--- src/rtl/bus_cycle_pkg.sv ---
// Shared types and default timing for the 68000-style bus cycle controller.
package bus_cycle_pkg;

  localparam int DEF_E_LOW       = 6;
  localparam int DEF_E_HIGH      = 4;
  localparam int DEF_FAST_WAIT   = 2;
  localparam int DEF_BERR_CYCLES = 64;

  typedef enum logic [2:0] {
    IDLE      = 3'd0,
    FAST      = 3'd1,
    SLOW_SYNC = 3'd2,
    SLOW_ACT  = 3'd3,
    ACK       = 3'd4,
    FAULT     = 3'd5
  } bus_state_t;

  // States in which a cycle is still waiting for its device to respond.
  function automatic logic in_access(bus_state_t s);
    return (s == FAST) || (s == SLOW_SYNC) || (s == SLOW_ACT);
  endfunction

endpackage

--- src/rtl/e_clock_gen.sv ---
// Free-running 6800-style E clock: counter 0..E_LOW+E_HIGH-1, E high for the
// last E_HIGH counts. Exports the count and a strobe for the final count.
module e_clock_gen #(
  parameter int E_LOW  = 6,
  parameter int E_HIGH = 4,
  parameter int CW     = 4
) (
  input  logic          i_CLK,
  input  logic          i_RESET_n,
  output logic [CW-1:0] count,
  output logic          e,
  output logic          wrap
);

  localparam logic [CW-1:0] LAST       = CW'(E_LOW + E_HIGH - 1);
  localparam logic [CW-1:0] HIGH_START = CW'(E_LOW);

  logic [CW-1:0] count_next;

  // wrap is high in the last count, so the count is 0 after the next edge;
  // this lets registered strobes line up exactly with count 0.
  assign wrap       = (count == LAST);
  assign count_next = wrap ? '0 : count + CW'(1);

  always_ff @(posedge i_CLK) begin
    if (!i_RESET_n) begin
      count <= '0;
      e     <= 1'b0;
    end else begin
      count <= count_next;
      e     <= (count_next >= HIGH_START);
    end
  end

endmodule

--- src/rtl/bus_cycle_ctrl.sv ---
// 68000 bus cycle controller: DTACK/BERR generation for fast devices and
// E-clock-synchronous VMA cycles for 6800 peripherals.
// Optional no-response watchdog: define BUS_CYCLE_CTRL_TIMEOUT_EN.
//
// Handshake: a cycle starts on the first edge that samples i_AS_n low in IDLE;
// the CPU ends it by raising i_AS_n, which always returns the FSM to IDLE on
// the next edge with every strobe released in the following cycle.
module bus_cycle_ctrl
  import bus_cycle_pkg::*;
#(
  parameter int E_LOW       = DEF_E_LOW,
  parameter int E_HIGH      = DEF_E_HIGH,
  parameter int FAST_WAIT   = DEF_FAST_WAIT,
  parameter int BERR_CYCLES = DEF_BERR_CYCLES
) (
  input  logic       i_CLK,
  input  logic       i_RESET_n,
  input  logic       i_AS_n,
  input  logic       i_SEL_FAST,
  input  logic       i_SEL_SLOW,
  output logic       o_E,
  output logic       o_VMA_n,
  output logic       o_DTACK_n,
  output logic       o_BERR_n,
  output logic       o_BUSY,
  output bus_state_t dbg_state
);

  localparam int            E_N       = E_LOW + E_HIGH;
  localparam int            CW        = (E_N > 2) ? $clog2(E_N) : 1;
  localparam logic [CW-1:0] ACK_COUNT = CW'(E_N - 2);

  bus_state_t    state_q, state_next;
  logic [3:0]    wcnt_q, wcnt_next;
  logic [CW-1:0] e_count;
  logic          e_wrap;
  logic          timeout;
  logic          vma_n_next, dtack_n_next, berr_n_next, busy_next;

  e_clock_gen #(
    .E_LOW  (E_LOW),
    .E_HIGH (E_HIGH),
    .CW     (CW)
  ) u_e_clock_gen (
    .i_CLK     (i_CLK),
    .i_RESET_n (i_RESET_n),
    .count     (e_count),
    .e         (o_E),
    .wrap      (e_wrap)
  );

`ifdef BUS_CYCLE_CTRL_TIMEOUT_EN
  logic [7:0] wd_q;

  always_ff @(posedge i_CLK) begin
    if (!i_RESET_n || !in_access(state_q) || !in_access(state_next)) begin
      wd_q <= '0;
    end else begin
      wd_q <= wd_q + 8'd1;
    end
  end

  assign timeout = (wd_q == 8'(BERR_CYCLES - 1));
`else
  // BERR_CYCLES is never 0 in its legal range, so this ties timeout low.
  assign timeout = (BERR_CYCLES == 0);
`endif

  always_comb begin
    state_next = state_q;
    wcnt_next  = '0;
    case (state_q)
      IDLE: begin
        if (!i_AS_n) begin
          if (i_SEL_FAST)      state_next = FAST;
          else if (i_SEL_SLOW) state_next = SLOW_SYNC;
          else                 state_next = FAULT;
        end
      end
      FAST: begin
        if (i_AS_n)                       state_next = IDLE;
        else if (timeout)                 state_next = FAULT;
        else if (wcnt_q == 4'(FAST_WAIT)) state_next = ACK;
        else                              wcnt_next  = wcnt_q + 4'd1;
      end
      SLOW_SYNC: begin
        if (i_AS_n)       state_next = IDLE;
        else if (timeout) state_next = FAULT;
        else if (e_wrap)  state_next = SLOW_ACT;
      end
      SLOW_ACT: begin
        if (i_AS_n)                    state_next = IDLE;
        else if (timeout)              state_next = FAULT;
        else if (e_count == ACK_COUNT) state_next = ACK;
      end
      ACK, FAULT: begin
        if (i_AS_n) state_next = IDLE;
      end
      default: state_next = IDLE;
    endcase

    // Strobes are registered from the next state so they change on the edge
    // that enters a state, never combinationally from the inputs.
    dtack_n_next = (state_next != ACK);
    berr_n_next  = (state_next != FAULT);
    busy_next    = (state_next != IDLE);
    vma_n_next   = 1'b1;
    if (state_next == SLOW_ACT) begin
      vma_n_next = 1'b0;
    end else if (state_next == ACK) begin
      // VMA stays low through ACK only when the cycle arrived via SLOW_ACT.
      if (state_q == SLOW_ACT)  vma_n_next = 1'b0;
      else if (state_q == ACK)  vma_n_next = o_VMA_n;
    end
  end

  always_ff @(posedge i_CLK) begin
    if (!i_RESET_n) begin
      state_q   <= IDLE;
      wcnt_q    <= '0;
      o_VMA_n   <= 1'b1;
      o_DTACK_n <= 1'b1;
      o_BERR_n  <= 1'b1;
      o_BUSY    <= 1'b0;
    end else begin
      state_q   <= state_next;
      wcnt_q    <= wcnt_next;
      o_VMA_n   <= vma_n_next;
      o_DTACK_n <= dtack_n_next;
      o_BERR_n  <= berr_n_next;
      o_BUSY    <= busy_next;
    end
  end

  assign dbg_state = state_q;

endmodule

--- config.mk ---
export PLATFORM = sky130hd
export DESIGN_NAME = bus_cycle_ctrl
export DESIGN_NICKNAME = d
export VERILOG_FILES = /design/src/rtl/bus_cycle_pkg.sv /design/src/rtl/e_clock_gen.sv /design/src/rtl/bus_cycle_ctrl.sv
export SDC_FILE = /design/constraint.sdc
export NUM_CORES = 1
export LEC_CHECK = 0
export BUFFER_PORTS_ARGS = -buffer_cell sky130_fd_sc_hd__buf_2
export CAP_MARGIN = 20
export CORE_MARGIN = 2
export CORE_UTILIZATION = 50
export DETAILED_ROUTE_END_ITERATION = 16
export PLACE_DENSITY = 0.71
export SLEW_MARGIN = 20
export SYNTH_ARGS = -nofsm -noshare
export SYNTH_HDL_FRONTEND = slang
export SYNTH_HIERARCHICAL = 1
export SYNTH_SLANG_ARGS = --single-unit
--- constraint.sdc ---
create_clock -name i_CLK -period 2.35 [get_ports i_CLK]
set_input_delay 0.47 -clock i_CLK [delete_from_list [all_inputs] [get_ports i_CLK]]
set_output_delay 0.47 -clock i_CLK [all_outputs]
set_load 0.01 [all_outputs]
==> run metrics, run 1 <==
WL per Instance around 13 um; fin. max-slew vios 0; area grow syn2layout 13.07%; # IOs 13; hold buffer count at CTS 0; sequential share of the synthesized area between 40% and 50%; delay-heaviest family, CP simple AND/OR/NAND/NOR gates; share of cells above drive strength 1 a little under a quarter; cell at the slowest stage of the critical path or4b_1; post-route ant nets 0; CTS clk-pin slew, worst paths 0.10 ns; Slew headroom roughly three quarters; met3 wire len 80 um; row cnt 13; largest net degree at the start of global routing 13; final worst-path setup slack 0.6986 ns; post-route clock period utilization between 70% and 80%; initial antenna violation count 0; status finished clean; Syn Inst Count 78; HPWL Detailed 996.1 um; Mapped Area approximately 740 um2; Layout Skew ~0.009 ns; vias in the first global route about 550; Area after DPL 797.0 um2; Yosys warnings 6; clk root buf clkbuf_4; Worst Setup End Kind flip-flop; initial DRC count 11; Clk Latency, worst-skew pair ~0.29 ns; chip height roughly 42 um; final hold viol count 0; highest metal used met4; Met1 Wirelength slightly below 700 um; Core ar. 0.001334 mm2; VDD IR max between 0.3 and 0.4 mV; crit-path cells inv_1 -> ha_1 -> or4b_1 -> a221oi_2 -> a311oi_1 -> and2_1; port bufs 12; total gr overflow 0; Clock Tree Buf Depth 2; final wirelength 1367 um; number of CTS-inserted buffers 3; post-synthesis sequential element count 16; required time worst endpoint about 2.6 ns; crit path kind reg -> reg; TritonCTS clock tree built; final net count 100; Net Count, Synth 85; min Tclk post-route around 1.7 ns; CP Launch Type flip-flop; max incr delay on CP ~0.45 ns; f_max between 600 and 700 MHz; Setup Fix Bufs, Post-CTS 0; setup TNS 0 ns; CTS resizes 0; CP Data Arrival Time between 1.5 and 2 ns; Starting Density a little under three fifths; post-route cell area 833.3 um2; Crit Path Max Fanout 4; First-pass DRT Iterations 4; Pwr Density roughly 630 mW/mm2; worst path buffer plus inverter count 1; average size of a mapped cell between 9 and 10 um2; Filler Cell Count between 100 and 150; unrepaired setup endpoints after global routing false; Place WS a little over 0.7 ns; die area 0.001797 mm2; Max Cap Viol 0; Tightest Pin Transition roughly 0.39 ns; final core utilization between 60% and 70%; Cell variety after synth 36; antenna diode count 0; first-pass GRT wire length roughly 2300 um; # H-tree levels 1; All-Layer GR Usage between 15 and 20%; Vias/cell between 5 and 6; Die Span X between 40 and 50 um; routability cong. roughly 0.73; leakage 0.3374 nW; worst hold path type in -> reg; metal2 WL about 600 um; Vias slightly below 600; final setup violation count 0; clock tree sinks 16; DR DRC count 0
path summary, 6_finish.rpt:
check	startpoint	end	slack, ns	cells after the start
worst max-delay path	wcnt_q[0]$_SDFF_PP0_	dbg_state[0]$_SDFF_PN0_	0.70	6
worst min-delay path	i_AS_n	o_BERR_n$_SDFF_PN1_	0.41	3
worst max register to register	wcnt_q[0]$_SDFF_PP0_	dbg_state[0]$_SDFF_PN0_	0.70	6
worst min register to register	wcnt_q[0]$_SDFF_PP0_	wcnt_q[0]$_SDFF_PP0_	0.48	1
logic make-up (layout without fill, tap and decap cells):
logic type,count (synthesis),count (layout),synth area share [%]
AND/OR/NAND/NOR,33,33,26.66
XOR/XNOR,3,3,3.566
flip-flops,16,16,43.46
adder cells (fa/ha/maj),2,2,3.395
AO/OA/AOI/OAI,18,18,18.33
buffers and inverters,6,20,4.582
cell usage after synthesis (all sizes together):
| cell | n | area [um2] |
|---|---|---|
| dfxtp | 16 | 320.3 |
| nand2 | 6 | 25.03 |
| nor2 | 6 | 22.52 |
| inv | 4 | 15.01 |
| o21ai | 4 | 20.01 |
| and2b | 3 | 23.77 |
| nand2b | 3 | 18.77 |
| or4b | 3 | 30.03 |
| a21o | 2 | 15.01 |
| a21oi | 2 | 10.01 |
| and2 | 2 | 12.51 |
| ha | 2 | 25.02 |
| nand3 | 2 | 10.01 |
| nor2b | 2 | 12.51 |
| nor3b | 2 | 15.01 |
| o21a | 2 | 15.01 |
| xnor2 | 2 | 17.52 |
| a211oi | 1 | 7.510 |
| a21boi | 1 | 7.510 |
| a221oi | 1 | 15.01 |
| a22oi | 1 | 12.51 |
| a311oi | 1 | 8.760 |
| a31oi | 1 | 6.260 |
| and3 | 1 | 6.260 |
| and3b | 1 | 8.760 |
| buf | 1 | 5.000 |
| clkbuf | 1 | 13.76 |
| nor3 | 1 | 5.000 |
| nor4 | 1 | 6.260 |
| o31a | 1 | 8.760 |
| o41ai | 1 | 8.760 |
| xor2 | 1 | 8.760 |
tightest hold or removal path: stages:
cell      delay (ns)
buf_2           0.09
a311oi_1        0.05
nand2_1         0.06
cell usage in the layout, fill, tap and decap left out, types with 2 or more instances in the layout:
cell type and n:
nor2_1 6, o21ai_0 3, dfxtp_1 16, inv_1 3, clkbuf_4 3, a21oi_1 2
nand3_1 2, nor3b_1 2, or4b_1 3, nand2b_1 3, nor2b_1 2, o21a_1 2
a21o_1 2, ha_1 2, buf_2 12, and2b_1 2, and2_1 2, nand2_1 5
xnor2_1 2
where the power goes:
group	internal, mW	switching [mW]
Sequential	0.281	0.0152
Combinational	0.0249	0.0239
Clock	0.0944	0.0858
final cells by class:
| class | instances | area (um2) | share of cell area [%] |
|---|---|---|---|
| clock buffer | 4 | 36.28 | 4.354 |
| inverter | 4 | 15.01 | 1.802 |
| multi-input combinational | 56 | 382.9 | 45.95 |
| sequential | 16 | 320.3 | 38.44 |
| tap | 15 | 18.77 | 2.252 |
| timing repair buffer | 12 | 60.06 | 7.207 |
routing by layer:
| layer | up-vias | GRT usage (%) |
|---|---|---|
| met5 | - | 0 |
| met4 | 0 | 5.625 |
| met3 | 2 | 7.759 |
| met2 | 14 | 28.00 |
| met1 | 271 | 20.48 |
| li1 | 302 | - |
state kept, by name (all words and copies together), names as in the netlist:
signal and flops:
o_BUSY 1, u_e_clock_gen/count 4, o_VMA_n 1, dbg_state 3, o_DTACK_n 1, wcnt_q 4, o_BERR_n 1, u_e_clock_gen/e 1
stage by stage:
step	hold WS (ns)	power (mW)	instances
final	0.4102	0.5248	107
after global routing	0.4234	0.5520	107
after CTS	0.4129	0.5290	107
after detailed placement	0.4681	0.3506	103
after global placement	0.4436	0.3493	103
after floorplan	0.4297	0.3355	78
Power figures use the tool's default switching activity.
==> inputs of run 2 (changes only) <==
Clock period 2.35 ns to 1.53 ns, I/O delays scaled along.
==> run 2 against run 1 <==
Compared with the run above: sequential share of layout area decreased by 4.3 points; largest cell class unchanged; cell area increased by 14%; setup slack got worse by 0.77 ns; the flow now finishes with violations (setup timing).
==> run metrics, run 2 (synthesis results as in run 1) <==
status complete, but fails checks; cell at the slowest stage of the critical path or4b_4; post-route cell area 949.7 um2 (+14%); final worst-path setup slack -0.06909 ns (-0.7677 ns); total gr overflow 0 (unchanged); Pint 0.6331 mW (+58%); Starting Density 55.25% (unchanged); All-Layer GR Usage 19.59% (+2.2 points); VDD IR max 0.6597 mV (+73%); Combinational Power Share 13.5% (+4.2 points); Vias/cell 5.436 (-1.2%); f_max 625.4 MHz (+3.3%); Clk Latency, worst-skew pair 0.29 ns (about the same); sequential share of power 53.4% (-3.0 points); DR DRC count 0 (unchanged); die area 0.001797 mm2 (unchanged); Vias 636 (+8.0%); initial antenna violation count 0 (unchanged); first-pass GRT wire length 2587 um (+11%); crit path kind reg -> reg; final net count 110 (+10%); switching power 0.1988 mW (+59%); required time worst endpoint 1.72 ns (-0.83 ns); crit-path cells inv_2 -> ha_4 -> or4b_4 -> a221oi_4 -> a311oi_2 -> and2_1; Die Span X 42.39 um (unchanged); largest net degree at the start of global routing 13 (unchanged); violated checks setup timing; # IOs 13 (unchanged); chip height 42.39 um (unchanged); Crit Path Max Fanout 3 (-1); clk root buf clkbuf_4; Register-to-Register Path Depth 6 (unchanged); clock share of power 33.1% (-1.2 points); delay-heaviest family, CP simple AND/OR/NAND/NOR gates; reg2reg start wcnt_q[0]$_SDFF_PP0_; Core ar. 0.001334 mm2 (unchanged); # H-tree levels 1 (unchanged); cell depth of the worst setup path 6 (unchanged); setup TNS -0.1687 ns (-0.1687 ns); port bufs 12 (unchanged); R2R Path End dbg_state[0]$_SDFF_PN0_; post-route ant nets 0 (unchanged); vias in the first global route 559 (+1.5%); TritonCTS clock tree built; share of cells above drive strength 1 38.24% (+15 points); fin. max-slew vios 0 (unchanged); CTS clk-pin slew, worst paths 0.09 ns (about the same); Tightest Pin Transition 0.3584 ns (-0.03086 ns); routability cong. 0.7900 (+8.4%); switching share of power 23.89% (+0.094 points); max incr delay on CP 0.47 ns (+0.02 ns); CP endpoint dbg_state[0]$_SDFF_PN0_; Reg2Reg Setup Slack -0.07 ns (-0.77 ns); First-pass DRT Iterations 4 (unchanged); WL per Instance 12.82 um (+0.35%); row cnt 13 (unchanged); Max Cap Viol 0 (unchanged); Pwr Density 875.9 mW/mm2 (+39%); final wirelength 1500 um (+9.7%); Filler Cell Count 103 (-13%); initial DRC count 14 (+3); final setup violation count 3 (+3); Worst Setup End Kind flip-flop; number of CTS-inserted buffers 3 (unchanged); CP Data Arrival Time 1.79 ns (-0.06 ns); most common cell after layout, fill and taps aside dfxtp_1; Clock Tree Buf Depth 2 (unchanged); Layout Skew 0.002177 ns (-0.006915 ns); launch point of the worst path wcnt_q[0]$_SDFF_PP0_; Slew headroom 75.96% (+1.9 points); final hold viol count 0 (unchanged); most frequent cells in the layout 13 x dfxtp_1, 12 x buf_2, 10 x buf_4; worst hold path type in -> reg; Place WS -0.08416 ns (-0.8002 ns); post-route clock period utilization 104.5% (+34 points); area grow syn2layout 28.86%; leakage 0.4051 nW (+20%); min Tclk post-route 1.599 ns (-0.05230 ns); unrepaired setup endpoints after global routing true; worst path buffer plus inverter count 1 (unchanged); Area after DPL 869.6 um2 (+9.1%); CP Launch Type flip-flop; clock tree sinks 16 (unchanged); HPWL Detailed 1014 um (+1.7%); antenna diode count 0 (unchanged)
[run 2: cell types whose count changed in the layout (fill, tap and decap cells not counted), sizes merged]
cell and change:
buf +10
[run 2: what timing repair did]
action,4_1_cts,5_1_grt
gates resized for setup,6,2
hold buffers,0,0
pin swaps,4,2
endpoints found under the setup margin,3,4
buffers inserted,0,1
[run 2: power groups by stage]
stage / clock network (mW) / logic [mW] / registers, mW
floorplan: 0 / 0.0575 / 0.458
global placement: 0 / 0.0979 / 0.452
detailed placement: 0 / 0.0996 / 0.453
CTS: 0.286 / 0.109 / 0.444
global route: 0.311 / 0.124 / 0.447
finish: 0.275 / 0.112 / 0.444
[run 2: per-layer routing]
metal | vias up | part of all wire [%] | track usage, %
met2 | 14 | 46 | 29.54
met1 | 294 | 47 | 24.73
met4 | 0 | 1.5 | 7.500
li1 | 323 | - | -
met3 | 5 | 5.3 | 8.190
met5 | - | 0 | 0
[run 2: cell type report]
class	instances	area, um2	area share, %
Tap cell	15	18.77	1.976
Timing Repair Buffer	22	135.1	14.23
Clock buffer	4	36.28	3.821
Multi-Input combinational cell	56	420.4	44.27
Sequential cell	16	324.1	34.12
Inverter	4	15.01	1.581
[run 2: how the worst min path moves through the flow]
stage,start,endpoint,slack (ns),cells after the start
after CTS,i_AS_n,o_BERR_n$_SDFF_PN1_,0.23,3
final,i_AS_n,o_BERR_n$_SDFF_PN1_,0.24,3
after global routing,i_AS_n,o_BERR_n$_SDFF_PN1_,0.23,3
after floorplan,wcnt_q[0]$_SDFF_PP0_,wcnt_q[0]$_SDFF_PP0_,0.41,1
after detailed placement,wcnt_q[0]$_SDFF_PP0_,wcnt_q[0]$_SDFF_PP0_,0.49,2
after global placement,wcnt_q[0]$_SDFF_PP0_,wcnt_q[0]$_SDFF_PP0_,0.49,2
[run 2: tightest hold or removal path, stage by stage]
cell and delay [ns]:
buf_2 0.09, a311oi_2 0.04, nand2_1 0.06
[run 2: metrics by stage]
| step | std cells | power [mW] | hold slack, ns | utilization, % |
|---|---|---|---|---|
| floorplan | 78 | 0.5154 | 0.4070 | - |
| global route | 117 | 0.8820 | 0.2305 | 71.20 |
| detailed placement | 112 | 0.5521 | 0.4929 | 65.20 |
| global placement | 112 | 0.5503 | 0.4858 | 65.20 |
| finish | 117 | 0.8318 | 0.2367 | 71.20 |
| CTS | 116 | 0.8385 | 0.2287 | 70.26 |
